===== src/rtl/regfile_wb_arbiter.sv =====
// Shares the register file write port between the ALU (req0) and LSU (req1) writeback paths.
// Registers the granted write one cycle and tracks outstanding writers per register.
`ifndef WORD_WIDTH
`define WORD_WIDTH 32
`endif

module regfile_wb_arbiter #(
    parameter int WIDTH      = `WORD_WIDTH,
    parameter int REG_COUNT  = 32,
    parameter int ZERO_REG   = 1,
    parameter int CNT_WIDTH  = 16,
    localparam int ADDR_WIDTH = $clog2(REG_COUNT)
) (
    input  logic                  clk,
    input  logic                  rst_n,
    input  logic                  req0_valid,
    output logic                  req0_ready,
    input  logic [ADDR_WIDTH-1:0] req0_addr,
    input  logic [WIDTH-1:0]      req0_data,
    input  logic                  req1_valid,
    output logic                  req1_ready,
    input  logic [ADDR_WIDTH-1:0] req1_addr,
    input  logic [WIDTH-1:0]      req1_data,
    input  logic                  issue_valid,
    input  logic [ADDR_WIDTH-1:0] issue_addr,
    output logic                  rf_we,
    output logic [ADDR_WIDTH-1:0] rf_addr,
    output logic [WIDTH-1:0]      rf_data,
    output logic [REG_COUNT-1:0]  pending,
    output logic [CNT_WIDTH-1:0]  stall_cnt0,
    output logic [CNT_WIDTH-1:0]  stall_cnt1
);

    logic                  last_grant;
    logic                  conflict;
    logic                  xfer;
    logic [ADDR_WIDTH-1:0] win_addr;
    logic [WIDTH-1:0]      win_data;
    logic                  win_is_zero;
    logic                  issue_sets;
    logic [REG_COUNT-1:0]  pending_nxt;

    // Round-robin only on conflict; ready is held low while in reset.
    assign conflict   = req0_valid & req1_valid;
    assign req0_ready = rst_n & req0_valid & (~req1_valid | last_grant);
    assign req1_ready = rst_n & req1_valid & (~req0_valid | ~last_grant);
    assign xfer       = req0_ready | req1_ready;
    assign win_addr   = req1_ready ? req1_addr : req0_addr;
    assign win_data   = req1_ready ? req1_data : req0_data;

    assign win_is_zero = (ZERO_REG != 0) && (win_addr == '0);
    assign issue_sets  = issue_valid && !((ZERO_REG != 0) && (issue_addr == '0));

    // Clear first, then set, so a newer producer issued at the retiring edge stays pending.
    always_comb begin
        pending_nxt = pending;
        if (rf_we)
            pending_nxt[rf_addr] = 1'b0;
        if (issue_sets)
            pending_nxt[issue_addr] = 1'b1;
    end

    always_ff @(posedge clk) begin
        if (!rst_n) begin
            last_grant <= 1'b1;
            rf_we      <= 1'b0;
            rf_addr    <= '0;
            rf_data    <= '0;
            pending    <= '0;
            stall_cnt0 <= '0;
            stall_cnt1 <= '0;
        end else begin
            if (conflict)
                last_grant <= req1_ready;
            rf_we <= xfer & ~win_is_zero;
            if (xfer) begin
                rf_addr <= win_addr;
                rf_data <= win_data;
            end
            pending <= pending_nxt;
            if (req0_valid && !req0_ready && stall_cnt0 != '1)
                stall_cnt0 <= stall_cnt0 + 1'b1;
            if (req1_valid && !req1_ready && stall_cnt1 != '1)
                stall_cnt1 <= stall_cnt1 + 1'b1;
        end
    end

endmodule


===== config.mk =====
export PLATFORM = sky130hd
export DESIGN_NAME = regfile_wb_arbiter
export DESIGN_NICKNAME = d
export VERILOG_FILES = /design/src/rtl/regfile_wb_arbiter.sv
export SDC_FILE = /design/constraint.sdc
export NUM_CORES = 1
export LEC_CHECK = 0
export BUFFER_PORTS_ARGS = -buffer_cell sky130_fd_sc_hd__buf_2
export CORE_ASPECT_RATIO = 2
export CORE_UTILIZATION = 44
export DETAILED_ROUTE_END_ITERATION = 8
export PLACE_DENSITY = 0.77
export REMOVE_ABC_BUFFERS = 1
export SLEW_MARGIN = 0
export SYNTH_ARGS = -nofsm -noshare
export SYNTH_HDL_FRONTEND = slang
export SYNTH_SLANG_ARGS = --single-unit

===== constraint.sdc =====
create_clock -name clk -period 1.8 [get_ports clk]
set_clock_uncertainty 0.15 [all_clocks]
set_input_delay 0.27 -clock clk [delete_from_list [all_inputs] [get_ports clk]]
set_output_delay 0.27 -clock clk [all_outputs]
set_load 0.03 [all_outputs]

; ---- Yosys cells after proc, flatten, opt, wreduce, memory -nomap -nowiden
; Index checks and enable logic that the tools add are counted.
[word_totals]
regBits = 103
word_cells = 51
[classes]
n_addsub = 2
n_lt_le_gt_ge = 4
n_eq_ne = 2
mux = 8
n_bitwise = 16
reduce_logical = 12
[ops]
columns = op, count
row1 = 2-to-1 mux 32 bit, 3
row2 = adder 16 x 1 -> 16 bit (second input constant), 2
row3 = AND 32 bit, 1
row4 = inequality test 16 bit (second input constant), 2
row5 = NOT 32 bit, 1
row6 = OR 32 bit, 1
row7 = < comparator 5 x 6 -> 1 bit (second input constant), 2
row8 = demux 1 bit (select 5 bit), 2
row9 = greater-or-equal comparator 5 x 1 -> 1 bit (second input constant), 2
row10 = logical NOT 5 bit, 2
row11 = logical AND 1 bit, 7
row12 = AND 1 bit, 6
row13 = 2-to-1 mux 5 bit, 1
row14 = NOT 1 bit, 4
row15 = logical NOT 1 bit, 3
row16 = OR 1 bit, 3
row17 = 2-to-1 mux 1 bit, 2

; ---- Logic depth before layout (Yosys ltp)
; Gate-level depths: netlist of the first run.
[depth]
ltp_word = 9
ltp_mapped = 6

; ---- Worst setup path before layout of the first run
; OpenSTA, ideal clock, no wires.
[synth_timing]
kind = reg-to-reg
startpoint = reg stall_cnt1[0]
endpoint = reg stall_cnt1[1]
arrival_ps = 1853
required_time_ps = 1580
slack_ps = -273
stages_incl_launch_ff = 7
path_buffers = 1
synth_period_minus_slack_ps = 2073
cell_sequence = dfxtp_1 ha_1 and3_1 and4bb_2 clkbuf_1 or3b_2 a21oi_1
[synth_between]
elab_chain_cells = 2
[synth_lines]
columns = item, line
row1 = start: declaration, 31  ; output logic [CNT_WIDTH-1:0] stall_cnt1
row2 = start signal: assignment, 84  ; stall_cnt1 <= stall_cnt1 + 1'b1;
row3 = "parallel branches: the longest is 2 deep, another holds adder 16 x 1 -> 16 bit", n/a
; Parallel ways; which one is timed is not known.
; A chain may end at the register's enable or synchronous reset.

; ---- Worst setup path after layout of the first run
[layout_timing]
startpoint = reg stall_cnt0[6]
endpoint = reg stall_cnt0[10]
[layout_between]
elab_chain_cells = 2
[layout_lines]
columns = item, line
row1 = start: declaration, 30  ; output logic [CNT_WIDTH-1:0] stall_cnt0,
row2 = start signal: assignment, 82  ; stall_cnt0 <= stall_cnt0 + 1'b1;
row3 = "parallel branches: the longest is 2 deep, another holds adder 16 x 1 -> 16 bit", n/a
; Parallel ways; which one is timed is not known.

==> results of run 1 <==
==> state kept, by name (all words and copies together) (netlist names) <==
signal and flops:
last_grant 1, pending 32, rf_addr 5, rf_data 32, rf_we 1, stall_cnt0 16
stall_cnt1 16
==> final cells by class <==
class	instances	share of cell area (%)
Clock buffer	10	3.60
Tap cell	137	2.59
Multi-Input combinational cell	400	39.9
Timing Repair Buffer	238	21.3
Inverter	8	0.453
Clock inverter	6	0.774
Sequential cell	103	31.4
==> per-stage QoR <==
stage,setup TNS (ns),hold WS (ns)
finish,-0.00828,0.0535
global route,-0.138,0.0398
CTS,-0.00435,0.0397
detailed placement,-0.336,0.316
global placement,-0.0200,0.307
floorplan,-49.38,0.196
==> per-layer routing <==
layer  GRT usage [%]  routed length [um]  vias to the layer above
li1                -                   -                     2445
met1            26.4                5320                     2401
met2            46.9                7940                      215
met3            5.59                 749                       42
met4            12.5                 469                        0
met5               0                   0                        -
==> worst paths after layout <==
| check | from | to | slack (ns) | cells after the start |
|---|---|---|---|---|
| worst max register to register | stall_cnt0[6] | stall_cnt0[10] | -0.008 | 5 |
| worst min register to register | pending[18] | pending[18] | 0.33 | 2 |
| worst max-delay path | stall_cnt0[6] | stall_cnt0[10] | -0.008 | 5 |
| worst min-delay path | req1_data[9] | rf_data[9] | 0.05 | 3 |
==> cell families after synthesis <==
logic type,count (synthesis)
AOI/OAI and AO/OA,157
muxes,43
adders and majority gates,2
DFF,103
buffers and inverters,44
and+or+nand+nor,197
==> report_power, final <==
part           switching [mW]  internal [mW]  total [mW]
clock                   0.898          0.996        1.89
sequential             0.0663           2.36        2.43
combinational           0.484          0.305       0.789
==> what timing repair did <==
| action | 4_1_cts | 5_1_grt |
|---|---|---|
| endpoints found under the setup margin | 17 | 25 |
| pin swaps | 4 | 10 |
| setup buffers | 1 | 3 |
| gates cloned | 1 | 1 |
| resized for setup | 12 | 45 |
==> worst max-delay path, cell delays in order, from the launching register on <==
cell and delay [ns]:
dfxtp_2 0.35, buf_6 0.11, nand4_1 0.20, nand2b_4 0.24
or4_1 0.48, a21oi_1 0.20
==> cell usage after synthesis (2+ instances only) <==
cell type  count
nor2_1        46
a31oi_1        2
nor3b_1        4
buf_1          4
nand2_1       57
nor4_1         8
nor3_1         4
ha_1           2
mux2i_1       43
nand3b_1       5
dfxtp_1      103
and3_1         6
a21oi_1       51
inv_1          7
nand4_1        9
o211a_1        3
nand2b_1       9
a211oi_1      38
and4_1         3
or3_1          5
clkbuf_1      27
o21ai_0       39
o31ai_1       16
a21bo_2        2
buf_2          4
nand3_1       13
or4_1         17
or3b_2         3
==> run metrics, run 1 <==
boundary pin count 188; CP startpoint kind register; Fmax 0.553 GHz; DP Area 6100 sq um; clock tree from TritonCTS done; failing checks negative setup slack; Final period util 100%; n_diodes 0; Post-synth top flop dfxtp_1; die area 11,100 sq um; final hold vios 0; Yosys cell types 44; Detailed Routing Iterations Pass 1 6; clock-pin slew on the worst setup and hold paths 0.08 ns; Mapped Area 4690 sq um; Max FO, Critical Path 5; Seq/Total Area, Yosys 44.0%; Final setup violation count 1; Yosys top cell area share 44.0%; synth warn 0; largest cells by area after synthesis dfxtp_1, mux2i_1, a211oi_1; Slew Viols, Final 0; initial antenna violation count 0; later-pin clock latency in the skew report 0.35 ns; Adder-Cell Fraction of Synth Area 0.534%; Crit Path Class register to register; RSZ-0062 raised after global routing yes; cts hold-fix bufs 0; total routing usage reported by global routing 25.7%; Post-layout nets 846; clock period minus worst slack 1.81 ns; Starting DRT DRC Count 283; Num Clock Sinks 103; asr flop ratio synth 0%; WL final 14.5 mm; most frequent cells in the layout buf_2, dfxtp_1, nand2_1, a21oi_1, nor2_1; Compound-Gate Fraction of Synth Area 20.7%; finished layout cell area 6630 sq um; GRT overflow 0; most common cell after layout, fill and taps aside buf_2; Util after Layout 63.7%; maximum vdd drop 0.549 mV; I/O Buffers 187; H-tree levels 3; main combinational cell family by area after synthesis simple AND/OR/NAND/NOR gates; routed vias/inst 5.66; Yosys top cell by area dfxtp_1; fillers 869; Max-Slew Margin vs Limit 72.8%; detailed-route via count 5,103; routed len/inst 16.1 um; CTS buffer count 9; Max-cap violations 0; WP data required 1.91 ns; area of the multi-input gates 2640 sq um; Leak 3.02 nW; post-synthesis xor/xnor area fraction 0%; first-pass GRT wire length 22.2 mm; Final Wtd Congestion 0.889; Post-synth EDFFs 0; register area 2080 sq um; status finished with violations; Setup WS post-layout -0.00828 ns; CORE AREA 10,400 sq um; total power 5.11 mW; # DRC 0; Simple-Gate Fraction of Synth Area 21.9%; Worst setup EP type register; Hold WC Path Type primary input to register; pre-CTS WS -0.0802 ns; post-route ant nets 0; Cells after Synth 546; CTS max path bufs 2; row cnt 53; width of the die 75 um; FF+latch count, synth 103; number of global-route vias before repair 4,912; fraction of layout cells with a size suffix above 1 39.7%; pwr dens 771 nW/um^2; Non-Filler Instances 902; largest net degree at the start of global routing 48; post-synthesis mux area share 9.18%; Worst-Margin Slew 0.398 ns; Syn Area/Cell 8.59 sq um; Initial Utilization 45.0%; # placed instances 881; die height 148 um; Layout area overhead 41.4%; Root Driver clkbuf_16; Arrival @ worst endpoint 1.92 ns; placed wire-length estimate 10.3 mm
No activity file was read; power rests on OpenSTA's default activity.
==> inputs of run 2 (changes only) <==
--- a/config.mk
+++ b/config.mk
@@ -6,7 +6,8 @@
 export NUM_CORES = 1
 export LEC_CHECK = 0
 export BUFFER_PORTS_ARGS = -buffer_cell sky130_fd_sc_hd__buf_2
-export CORE_ASPECT_RATIO = 2
+export CORE_ASPECT_RATIO = 1.25
+export CORE_MARGIN = 2
 export CORE_UTILIZATION = 44
 export DETAILED_ROUTE_END_ITERATION = 8
 export PLACE_DENSITY = 0.77
==> run 2 against run 1 <==
Effect of this change: the flow still finishes with violations (negative setup slack); flip-flop and latch count is the same; die area is 3.7% higher; cell count down 0.11%; clock-buffer cell count up 1; clock power increased by 12%; sequential share of layout area down 0.23 points; core utilization shrank 0.087 points; hold slack gained 0.0084 ns; via count grew 0.29%; fmax decreased by 2.3%; critical path type unchanged; largest cell class unchanged; largest power group unchanged; highest routed layer unchanged.
==> run metrics, run 2 (synthesis gave the netlist of run 1 again) <==
status finished with violations; failing checks negative setup slack; Max-Slew Margin vs Limit 71.5% (-1.3 points); Hold WC Path Type primary input to register; H-tree levels 3 (unchanged); Num Clock Sinks 103 (unchanged); worst hold endpoint rf_data[13]; Starting DRT DRC Count 250 (-12%); first-pass GRT wire length 21.9 mm (-1.1%); clock-pin slew on the worst setup and hold paths 0.07 ns (about the same); WL final 14.3 mm (-1.2%); RSZ-0062 raised after global routing yes; CTS buffer count 9 (unchanged); finished layout cell area 6680 sq um (+0.81%); boundary pin count 188 (unchanged); # DRC 0 (unchanged); worst path bufs/invs 1 (unchanged); post-route ant nets 0 (unchanged); n_diodes 0 (unchanged); Slew Viols, Final 0 (unchanged); Detailed Routing Iterations Pass 1 5 (-1); cts hold-fix bufs 0 (unchanged); reg2reg path depth 5 (unchanged); CP startpoint kind register; CP cell instances buf_6 > nand4_1 > nand2b_4 > or4_1 > a21oi_1; largest net degree at the start of global routing 53 (+10%); later-pin clock latency in the skew report 0.34 ns (about the same); CP delay by family, top simple AND/OR/NAND/NOR gates; Crit path largest cell delay 0.49 ns (about the same); pwr dens 796 nW/um^2 (+3.2%); placed wire-length estimate 10.0 mm (-2.8%); row cnt 42 (-21%); CORE AREA 10,500 sq um (+0.95%); total power 5.32 mW (+4.1%); Leak 3.05 nW (+1.1%); slowest CP cell or4_1; clock tree from TritonCTS done; Arrival @ worst endpoint 1.96 ns (+0.04 ns); die area 11,500 sq um (+3.7%); initial antenna violation count 0 (unchanged); Final setup violation count 10 (+9); final hold vios 0 (unchanged); r2r setup slk -0.05 ns (-0.04 ns); most frequent cells in the layout buf_2, dfxtp_1, nand2_1, buf_4, nor2_1; TNS Setup -0.216 ns (-0.208 ns); routed len/inst 15.9 um (-1.1%); DP Area 6080 sq um (-0.23%); routed vias/inst 5.68 (+0.41%); number of global-route vias before repair 4,934 (+0.45%); fraction of layout cells with a size suffix above 1 41.7% (+2.0 points); Largest regs pending x32, rf_data x32; most common cell after layout, fill and taps aside buf_2; CTS max path bufs 2 (unchanged); Max-cap violations 0 (unchanged); Initial Utilization 44.6% (-0.42 points); HP Start req1_data[13]; Util after Layout 63.6% (-0.087 points); worst reg2reg path startpoint stall_cnt0[5]; R2R Path End stall_cnt0[10]; Worst setup EP type register; GRT overflow 0 (unchanged); die height 119 um (-19%); Crit Path Class register to register; pre-CTS WS -0.0963 ns (-0.0161 ns); maximum vdd drop 0.451 mV (-18%); Post-layout nets 850 (+0.47%); Worst-Margin Slew 0.426 ns (+0.0281 ns); Max FO, Critical Path 6 (+1); Layout area overhead 42.5%; width of the die 96.3 um (+28%); WP data required 1.91 ns (about the same); Root Driver clkbuf_16; Final Wtd Congestion 0.865 (-2.8%); detailed-route via count 5,118 (+0.29%); clock period minus worst slack 1.85 ns (+0.0429 ns); total routing usage reported by global routing 23.7% (-2.0 points); worst hold path depth 3 (unchanged); I/O Buffers 187 (unchanged); Fmax 0.540 GHz (-2.3%); Setup WS post-layout -0.0512 ns (-0.0429 ns); Final period util 103% (+2.4 points)
-- run 2: cell count changes in the layout (fill, tap and decap cells not counted), sizes merged --
cell	previous run	this run
and4bb	2	1
clkinvlp	3	1
clkinv	0	2
buf	237	243
inv	11	8
bufinv	0	2
-- run 2: layout make-up --
type                            count  area, sq um
Clock buffer                       11          243
Clock inverter                      5         81.3
Fill cell                         899         3830
Inverter                            8         30.0
Multi-Input combinational cell    399         2680
Sequential cell                   103         2080
Tap cell                          132          165
Timing Repair Buffer              243         1410
-- run 2: worst register-to-register path, stage by stage (launching register included) --
cell and delay (ns):
dfxtp_2 0.36, buf_6 0.12, nand4_1 0.23, nand2b_4 0.25
or4_1 0.49, a21oi_1 0.17
-- run 2: routing by layer --
layer  GRT usage, %  part of all wire [%]
met1           27.3                    40
met2           41.9                    51
met3           4.24                   5.7
met4           10.6                   3.2
met5              0                     0
-- run 2: power by group --
part | switching [mW] | internal, mW
logic | 0.495 | 0.301
registers | 0.0523 | 2.37
clock network | 0.850 | 1.26
-- run 2: per-stage QoR --
| stage | hold WS (ns) | cells |
|---|---|---|
| 2_1_floorplan | 0.196 | 510 |
| 3_3_place_gp | 0.309 | 880 |
| 3_5_place_dp | 0.313 | 880 |
| 4_1_cts | 0.0509 | 896 |
| 5_1_grt | 0.0581 | 901 |
| 6_report | 0.0619 | 901 |
-- run 2: repair_timing --
item,4_1_cts,5_1_grt
pin swaps,2,21
cloned,0,1
endpoints found under the setup margin,11,28
gates resized for setup,16,50
buffers inserted,1,4
-- run 2: worst max path at each step --
stage | start | endpoint | cells after the start
2_1_floorplan | stall_cnt0[0] | stall_cnt0[6] | 5
3_3_place_gp | stall_cnt1[0] | stall_cnt1[9] | 5
3_5_place_dp | stall_cnt1[0] | stall_cnt1[7] | 5
4_1_cts | stall_cnt0[8] | stall_cnt0[11] | 4
5_1_grt | stall_cnt0[7] | stall_cnt0[15] | 5
6_report | stall_cnt0[5] | stall_cnt0[10] | 5
